===== src/rtl/led_status_ctrl_if.sv =====
// Status-LED bundle: asynchronous PPS/event inputs, per-channel mode words,
// and the registered LED, watchdog and tick outputs.
interface led_status_ctrl_if #(
   parameter int N_LED = 4
);
   logic                 pps;
   logic [N_LED-1:0]     evt;
   logic [3*N_LED-1:0]   mode;
   logic [N_LED-1:0]     led;
   logic                 pps_lost;
   logic                 tick;

   modport master (
      output pps, evt, mode,
      input  led, pps_lost, tick
   );

   modport slave (
      input  pps, evt, mode,
      output led, pps_lost, tick
   );
endinterface


===== src/rtl/led_status_ctrl.sv =====
// Multi-channel status LED driver with shared tick prescaler, blink bases, pulse stretch and PPS watchdog.
// Latency: async input edge to led in 3 cycles, mode change to led in 1 cycle; no backpressure.
module led_status_ctrl #(
   parameter int N_LED             = 4,
   parameter int TICK_DIV          = 200000,
   parameter int BLINK_SLOW_TICKS  = 500,
   parameter int BLINK_FAST_TICKS  = 100,
   parameter int STRETCH_TICKS     = 50,
   parameter int PPS_TIMEOUT_TICKS = 1500
) (
   input  logic              clk200,
   input  logic              sys_reset_n,
   led_status_ctrl_if.slave  bus
);
   localparam int PW  = $clog2(TICK_DIV);
   localparam int SBW = $clog2(BLINK_SLOW_TICKS + 1);
   localparam int FBW = $clog2(BLINK_FAST_TICKS + 1);
   localparam int STW = $clog2(STRETCH_TICKS + 1);
   localparam int WDW = $clog2(PPS_TIMEOUT_TICKS + 1);

   localparam logic [PW-1:0]  PRE_LAST  = PW'(TICK_DIV - 1);
   localparam logic [SBW-1:0] SLOW_LAST = SBW'(BLINK_SLOW_TICKS - 1);
   localparam logic [FBW-1:0] FAST_LAST = FBW'(BLINK_FAST_TICKS - 1);
   localparam logic [STW-1:0] STR_LOAD  = STW'(STRETCH_TICKS);
   localparam logic [WDW-1:0] WD_MAX    = WDW'(PPS_TIMEOUT_TICKS);

   logic [2:0]                pps_sync;
   logic [N_LED-1:0]          evt_s1, evt_s2, evt_s3;
   logic                      pps_edge;
   logic [N_LED-1:0]          evt_edge;

   logic [PW-1:0]             pre_cnt;
   logic                      tick_int;
   logic [SBW-1:0]            slow_cnt;
   logic [FBW-1:0]            fast_cnt;
   logic                      slow_ph, fast_ph;

   logic [N_LED-1:0][STW-1:0] str_cnt;
   logic [N_LED-1:0]          trig;

   logic [WDW-1:0]            wd_cnt;
   logic                      pps_edge_d;
   logic                      pps_lost_q;

   logic [N_LED-1:0]          led_d;
   logic [N_LED-1:0]          led_q;

   // Two-flop synchronisers, third flop only for rising-edge detection.
   always_ff @(posedge clk200 or negedge sys_reset_n) begin
      if (!sys_reset_n) begin
         pps_sync <= '0;
         evt_s1   <= '0;
         evt_s2   <= '0;
         evt_s3   <= '0;
      end else begin
         pps_sync <= {pps_sync[1:0], bus.pps};
         evt_s1   <= bus.evt;
         evt_s2   <= evt_s1;
         evt_s3   <= evt_s2;
      end
   end

   assign pps_edge = pps_sync[1] & ~pps_sync[2];
   assign evt_edge = evt_s2 & ~evt_s3;

   assign tick_int = (pre_cnt == PRE_LAST);

   always_ff @(posedge clk200 or negedge sys_reset_n) begin
      if (!sys_reset_n) begin
         pre_cnt  <= '0;
         slow_cnt <= '0;
         fast_cnt <= '0;
         slow_ph  <= 1'b0;
         fast_ph  <= 1'b0;
      end else begin
         pre_cnt <= tick_int ? '0 : pre_cnt + 1'b1;
         if (tick_int) begin
            if (slow_cnt == SLOW_LAST) begin
               slow_cnt <= '0;
               slow_ph  <= ~slow_ph;
            end else begin
               slow_cnt <= slow_cnt + 1'b1;
            end
            if (fast_cnt == FAST_LAST) begin
               fast_cnt <= '0;
               fast_ph  <= ~fast_ph;
            end else begin
               fast_cnt <= fast_cnt + 1'b1;
            end
         end
      end
   end

   // Trigger source depends on the channel's current mode; other modes ignore edges.
   always_comb begin
      trig  = '0;
      led_d = '0;
      for (int i = 0; i < N_LED; i++) begin
         trig[i] = ((bus.mode[3*i +: 3] == 3'd4) && evt_edge[i]) ||
                   ((bus.mode[3*i +: 3] == 3'd5) && pps_edge);
         case (bus.mode[3*i +: 3])
            3'd0:    led_d[i] = 1'b0;
            3'd1:    led_d[i] = 1'b1;
            3'd2:    led_d[i] = slow_ph;
            3'd3:    led_d[i] = fast_ph;
            3'd4,
            3'd5:    led_d[i] = |str_cnt[i];
            3'd6:    led_d[i] = pps_lost_q ? fast_ph : 1'b1;
            default: led_d[i] = 1'b0;
         endcase
      end
   end

   // Load has priority over the tick decrement; a retrigger simply reloads.
   always_ff @(posedge clk200 or negedge sys_reset_n) begin
      if (!sys_reset_n) begin
         str_cnt <= '0;
      end else begin
         for (int i = 0; i < N_LED; i++) begin
            if (trig[i])
               str_cnt[i] <= STR_LOAD;
            else if (tick_int && (str_cnt[i] != '0))
               str_cnt[i] <= str_cnt[i] - 1'b1;
         end
      end
   end

   // pps_lost clears one cycle after the count clear so it lands 3 cycles after PPS is sampled.
   always_ff @(posedge clk200 or negedge sys_reset_n) begin
      if (!sys_reset_n) begin
         wd_cnt     <= '0;
         pps_edge_d <= 1'b0;
         pps_lost_q <= 1'b1;
      end else begin
         if (pps_edge)
            wd_cnt <= '0;
         else if (tick_int && (wd_cnt != WD_MAX))
            wd_cnt <= wd_cnt + 1'b1;
         pps_edge_d <= pps_edge;
         pps_lost_q <= (wd_cnt == WD_MAX) | (pps_lost_q & ~pps_edge_d);
      end
   end

   always_ff @(posedge clk200 or negedge sys_reset_n) begin
      if (!sys_reset_n)
         led_q <= '0;
      else
         led_q <= led_d;
   end

   assign bus.led      = led_q;
   assign bus.pps_lost = pps_lost_q;
   assign bus.tick     = tick_int;
endmodule

===== src/flat_wrapper.sv =====
// flat-port wrapper written by rule: the top's interface ports become plain ports
module led_status_ctrl_flat 
#(
   parameter int N_LED             = 4,
   parameter int TICK_DIV          = 200000,
   parameter int BLINK_SLOW_TICKS  = 500,
   parameter int BLINK_FAST_TICKS  = 100,
   parameter int STRETCH_TICKS     = 50,
   parameter int PPS_TIMEOUT_TICKS = 1500
)
  (clk200, sys_reset_n, bus_pps, bus_evt, bus_mode, bus_led, bus_pps_lost, bus_tick);
  led_status_ctrl_if #(.N_LED(N_LED)) bus_i ();
  input  logic clk200;
  input  logic sys_reset_n;
  input wire logic [$bits(bus_i.pps)-1:0] bus_pps;
  input wire logic [$bits(bus_i.evt)-1:0] bus_evt;
  input wire logic [$bits(bus_i.mode)-1:0] bus_mode;
  output wire logic [$bits(bus_i.led)-1:0] bus_led;
  output wire logic [$bits(bus_i.pps_lost)-1:0] bus_pps_lost;
  output wire logic [$bits(bus_i.tick)-1:0] bus_tick;
  assign bus_i.pps = bus_pps;
  assign bus_i.evt = bus_evt;
  assign bus_i.mode = bus_mode;
  assign bus_led = bus_i.led;
  assign bus_pps_lost = bus_i.pps_lost;
  assign bus_tick = bus_i.tick;
  led_status_ctrl #(.N_LED(N_LED), .TICK_DIV(TICK_DIV), .BLINK_SLOW_TICKS(BLINK_SLOW_TICKS), .BLINK_FAST_TICKS(BLINK_FAST_TICKS), .STRETCH_TICKS(STRETCH_TICKS), .PPS_TIMEOUT_TICKS(PPS_TIMEOUT_TICKS)) u_core (.clk200(clk200), .sys_reset_n(sys_reset_n), .bus(bus_i));
endmodule

===== config.mk =====
export PLATFORM = sky130hd
export DESIGN_NAME = led_status_ctrl_flat
export DESIGN_NICKNAME = d
export VERILOG_FILES = /design/src/rtl/led_status_ctrl_if.sv /design/src/rtl/led_status_ctrl.sv /design/src/flat_wrapper.sv
export SDC_FILE = /design/constraint.sdc
export NUM_CORES = 1
export LEC_CHECK = 0
export CORE_MARGIN = 2
export CORE_UTILIZATION = 55
export CTS_BUF_LIST = sky130_fd_sc_hd__clkbuf_16
export DETAILED_ROUTE_END_ITERATION = 10
export PLACE_DENSITY = 0.75
export SKIP_LAST_GASP = 1
export SYNTH_ARGS = -nofsm -noshare
export SYNTH_HDL_FRONTEND = slang
export SYNTH_SLANG_ARGS = --single-unit

===== constraint.sdc =====
create_clock -name clk200 -period 2.44 [get_ports clk200]
set_clock_uncertainty 0.05 [all_clocks]
set_input_delay 0.488 -clock clk200 [delete_from_list [all_inputs] [get_ports clk200]]
set_output_delay 0.488 -clock clk200 [all_outputs]
set_load 0.01 [all_outputs]

==> metrics.yaml <==
placement:
  port_buffers: 24
  gp_congestion: 0.818
  hpwl_mm: 6.57
logic_synthesis:
  syn_area_um2: 4810
  synthXorXnorAreaFrac: 0.0273
  synth-warning-count: 0
  ys_seq_area_frac: 0.479
  synth-simple-area-share: 0.249
  synthArstFlopShare: 1.00
  syn_area_per_cell_um2: 10.2
  yosysTopAreaCellShare: 0.473
  synth-compound-area-share: 0.132
  synth_adder_area_share: 0.0338
  synthMuxAreaShare: 0.0406
  synth-main-ff-cell: "dfrtp_1"
  synth_top_cell_by_area: "dfrtp_1"
  synthTopCellsByArea: "dfrtp_1 (47%), o31ai_1 (3.4%), ha_1 (3.4%)"
  synthesis.nets: 503
  netlist_instances: 471
  synth_top_family_by_area: "simple AND/OR/NAND/NOR gates"
  synth_seq_cells: 92
  synth_edf_count: 0
  synth.distinct_cells: 58
sta:
  tns_ns: 0
  max-slew-margin-rel: 0.579
  worst-slew-pin-transition_ns: 0.632
  max_freq_ghz: 0.438
  drv_slew: 0
  rsz0062_at_grt: "no"
  period_minus_slack_ns: 2.28
  finalCritPeriodShare: 0.935
  setup_violations: 0
  final-hold-violation-count: 0
die:
  num_rows: 34
  die_area_um2: 9510
  start_util: 0.560
  die_y_um: 97.5
  die_x_um: 97.5
  num_io_pins: 25
  coreArea_um2: 8590
pwr:
  power_density_nw_per_um2: 556
  ir_drop_uv: 318
  power_leakage_nw: 2.36
layout:
  nets: 534
  final_core_util: 0.648
  num_antenna_cells: 0
  drive_above_1_share: 0.107
  syn_to_final_growth_pct: 15.8
  fill_cells: 678
drt:
  vias: 3732
  vias_per_cell: 6.07
  drt-total-wl_mm: 9.73
  drc: 0
  post_drt_wl_per_cell_um: 15.8
  drtIter0Drc: 128
  first_pass_iters: 5
  ant_nets: 0
grt:
  grt_max_degree: 59
  grt_pass1_wl_mm: 16.8
  overflow: 0
  grt_use_total: 0.215
  grt_pass1_vias: 3649
  antenna_found_initial: 0
clock_network:
  clkLatencyLatePin_ns: 0.34
  path_clk_slew_ns: 0.06
  cts_root_buf: "clkbuf_16"
  cts_tree: "built"
  htree_levels: 3
  clockBufferDepth: 2
  cts_sinks: 92
  cts_buffers: 9
setup_path:
  critPathArrivalTime_ns: 1.74
  startpoint_type: "flip-flop"
  worstRegToRegCells: 7
  critPathMaxFanout: 3
  criticalPathCategory: "reg2out"
  reg2reg_from: "u_core.pre_cnt[0]"
  ff2ff_setup_slack_ns: 0.41
  cp-end-kind: "primary output"
  required_ns: 1.90
  reg2reg_to: "u_core.str_cnt[5]"
status:
  status: "complete, no violations"
job:
  maxCapViolCount: 0
worst_hold_path:
  hold_class: "in2async"
## cells in the final DEF, fill, tap and decap left out, types with 4 or more instances in the layout
master and n:
a211oi_1 7, a21oi_1 7, a221oi_1 4, and2_1 5, and3_1 12, and3b_1 5
buf_12 4, buf_4 15, clkbuf_16 9, clkdlybuf4s50_1 22, dfrtp_1 90, ha_1 13
inv_1 23, mux2_2 4, mux2i_1 15, nand2_1 28, nand2b_1 18, nand3_1 28
nand4_1 17, nor2_1 15, nor2b_1 8, nor3_1 6, nor3b_1 6, nor4_1 9
nor4b_2 4, o21ai_0 22, o311ai_1 5, o31ai_1 22, or3_1 10, or4_1 8
xnor2_1 9, xor2_1 6
## sequential cells by signal (all words and copies together) (netlist names)
signal / count
u_core.str_cnt: 24
u_core.pre_cnt: 18
u_core.wd_cnt: 11
u_core.slow_cnt: 9
u_core.fast_cnt: 7
u_core.bus.led: 4
u_core.evt_s1: 4
u_core.evt_s2: 4
u_core.evt_s3: 4
u_core.pps_sync: 3
u_core.bus.pps_lost: 1
u_core.fast_ph: 1
u_core.pps_edge_d: 1
u_core.slow_ph: 1
## per-stage QoR
step,instances,hold WS (ns),power (mW),setup slack [ns],cell area [um2]
floorplan,471,0.142,1.64,0.493,4810
global placement,598,0.283,1.74,0.227,5260
detailed placement,598,0.288,1.74,0.253,5260
CTS,615,0.144,3.14,0.137,5570
global route,615,0.175,3.20,0.0309,5570
finish,615,0.125,3.10,0.158,5570
## layout make-up
cell class / count / area, um2 / share of cell area
multi-input combinational: 334 / 2320 / 0.417
sequential: 92 / 2300 / 0.414
timing repair buffer: 42 / 422 / 0.0757
clock buffer: 9 / 225 / 0.0404
tap: 108 / 135 / 0.0243
inverter: 23 / 86.3 / 0.0155
clock inverter: 7 / 76.3 / 0.0137
## cell families (layout without fill, tap and decap cells)
logic type,count (synthesis),after routing
fa+ha+maj,13,13
simple gates,195,195
compound gates,92,92
flops,92,92
mux,19,19
buf+inv,45,81
xor+xnor,15,15
## report_power, final
group	total [mW]	leakage (nW)	internal (mW)	switching (mW)
combinational	0.144	1.06	0.0683	0.0757
clock	1.38	0.144	0.799	0.584
sequential	1.57	1.16	1.55	0.0166
total	3.10	2.36	2.42	0.677
## per-layer routing
layer / wire length (um) / part of all wire / global-route usage
met1: 4320 / 0.44 / 0.273
met2: 4990 / 0.51 / 0.375
met3: 218 / 0.022 / 0.0295
met4: 198 / 0.020 / 0.0823
met5: 0 / 0 / 0
## critical path, stage by stage (launching register included)
cell and delay, ns:
dfrtp_1 0.41, nor4b_2 0.34, and3_1 0.24, nand2_1 0.08, inv_1 0.07, dlygate4sd2_1 0.27
## synthesized netlist by cell type (2+ instances only)
cell type / number
a31oi_1: 3
dfrtp_1: 91
o31ai_1: 22
nor3_1: 6
or4_1: 8
nor2b_1: 8
nand4_1: 17
o311ai_1: 5
buf_2: 8
or3_1: 10
clkbuf_1: 11
ha_1: 13
a211o_1: 3
nor4b_2: 4
and2_1: 5
and4_1: 3
o311ai_0: 3
and4b_1: 2
nor3b_1: 6
a21oi_1: 7
and3_1: 12
inv_1: 23
xnor2_1: 9
o21ai_1: 3
or2_2: 3
nor3b_2: 2
nor4_1: 9
nor2_1: 15
xor2_1: 6
mux2i_1: 15
nand3_1: 28
mux2_2: 4
nand2b_1: 18
a22o_1: 3
nand2_1: 28
a211oi_1: 7
and3b_1: 5
a221oi_1: 4
o21ai_0: 22
a21boi_1: 2
## worst max-delay path by stage
stage / startpoint / endpoint / slack, ns
CTS: u_core.pre_cnt[15] / bus_tick / 0.14
finish: u_core.pre_cnt[15] / bus_tick / 0.16
global route: u_core.pre_cnt[15] / bus_tick / 0.03
detailed placement: u_core.pre_cnt[14] / bus_tick / 0.25
floorplan: u_core.pre_cnt[6] / bus_tick / 0.49
global placement: u_core.pre_cnt[12] / bus_tick / 0.23
## what timing repair did
item	in CTS	in global routing
endpoints found under the setup margin	1	0
hold buffers	0	0
buffers inserted	1	0
gates resized for setup	2	0
Power figures use the tool's default switching activity.
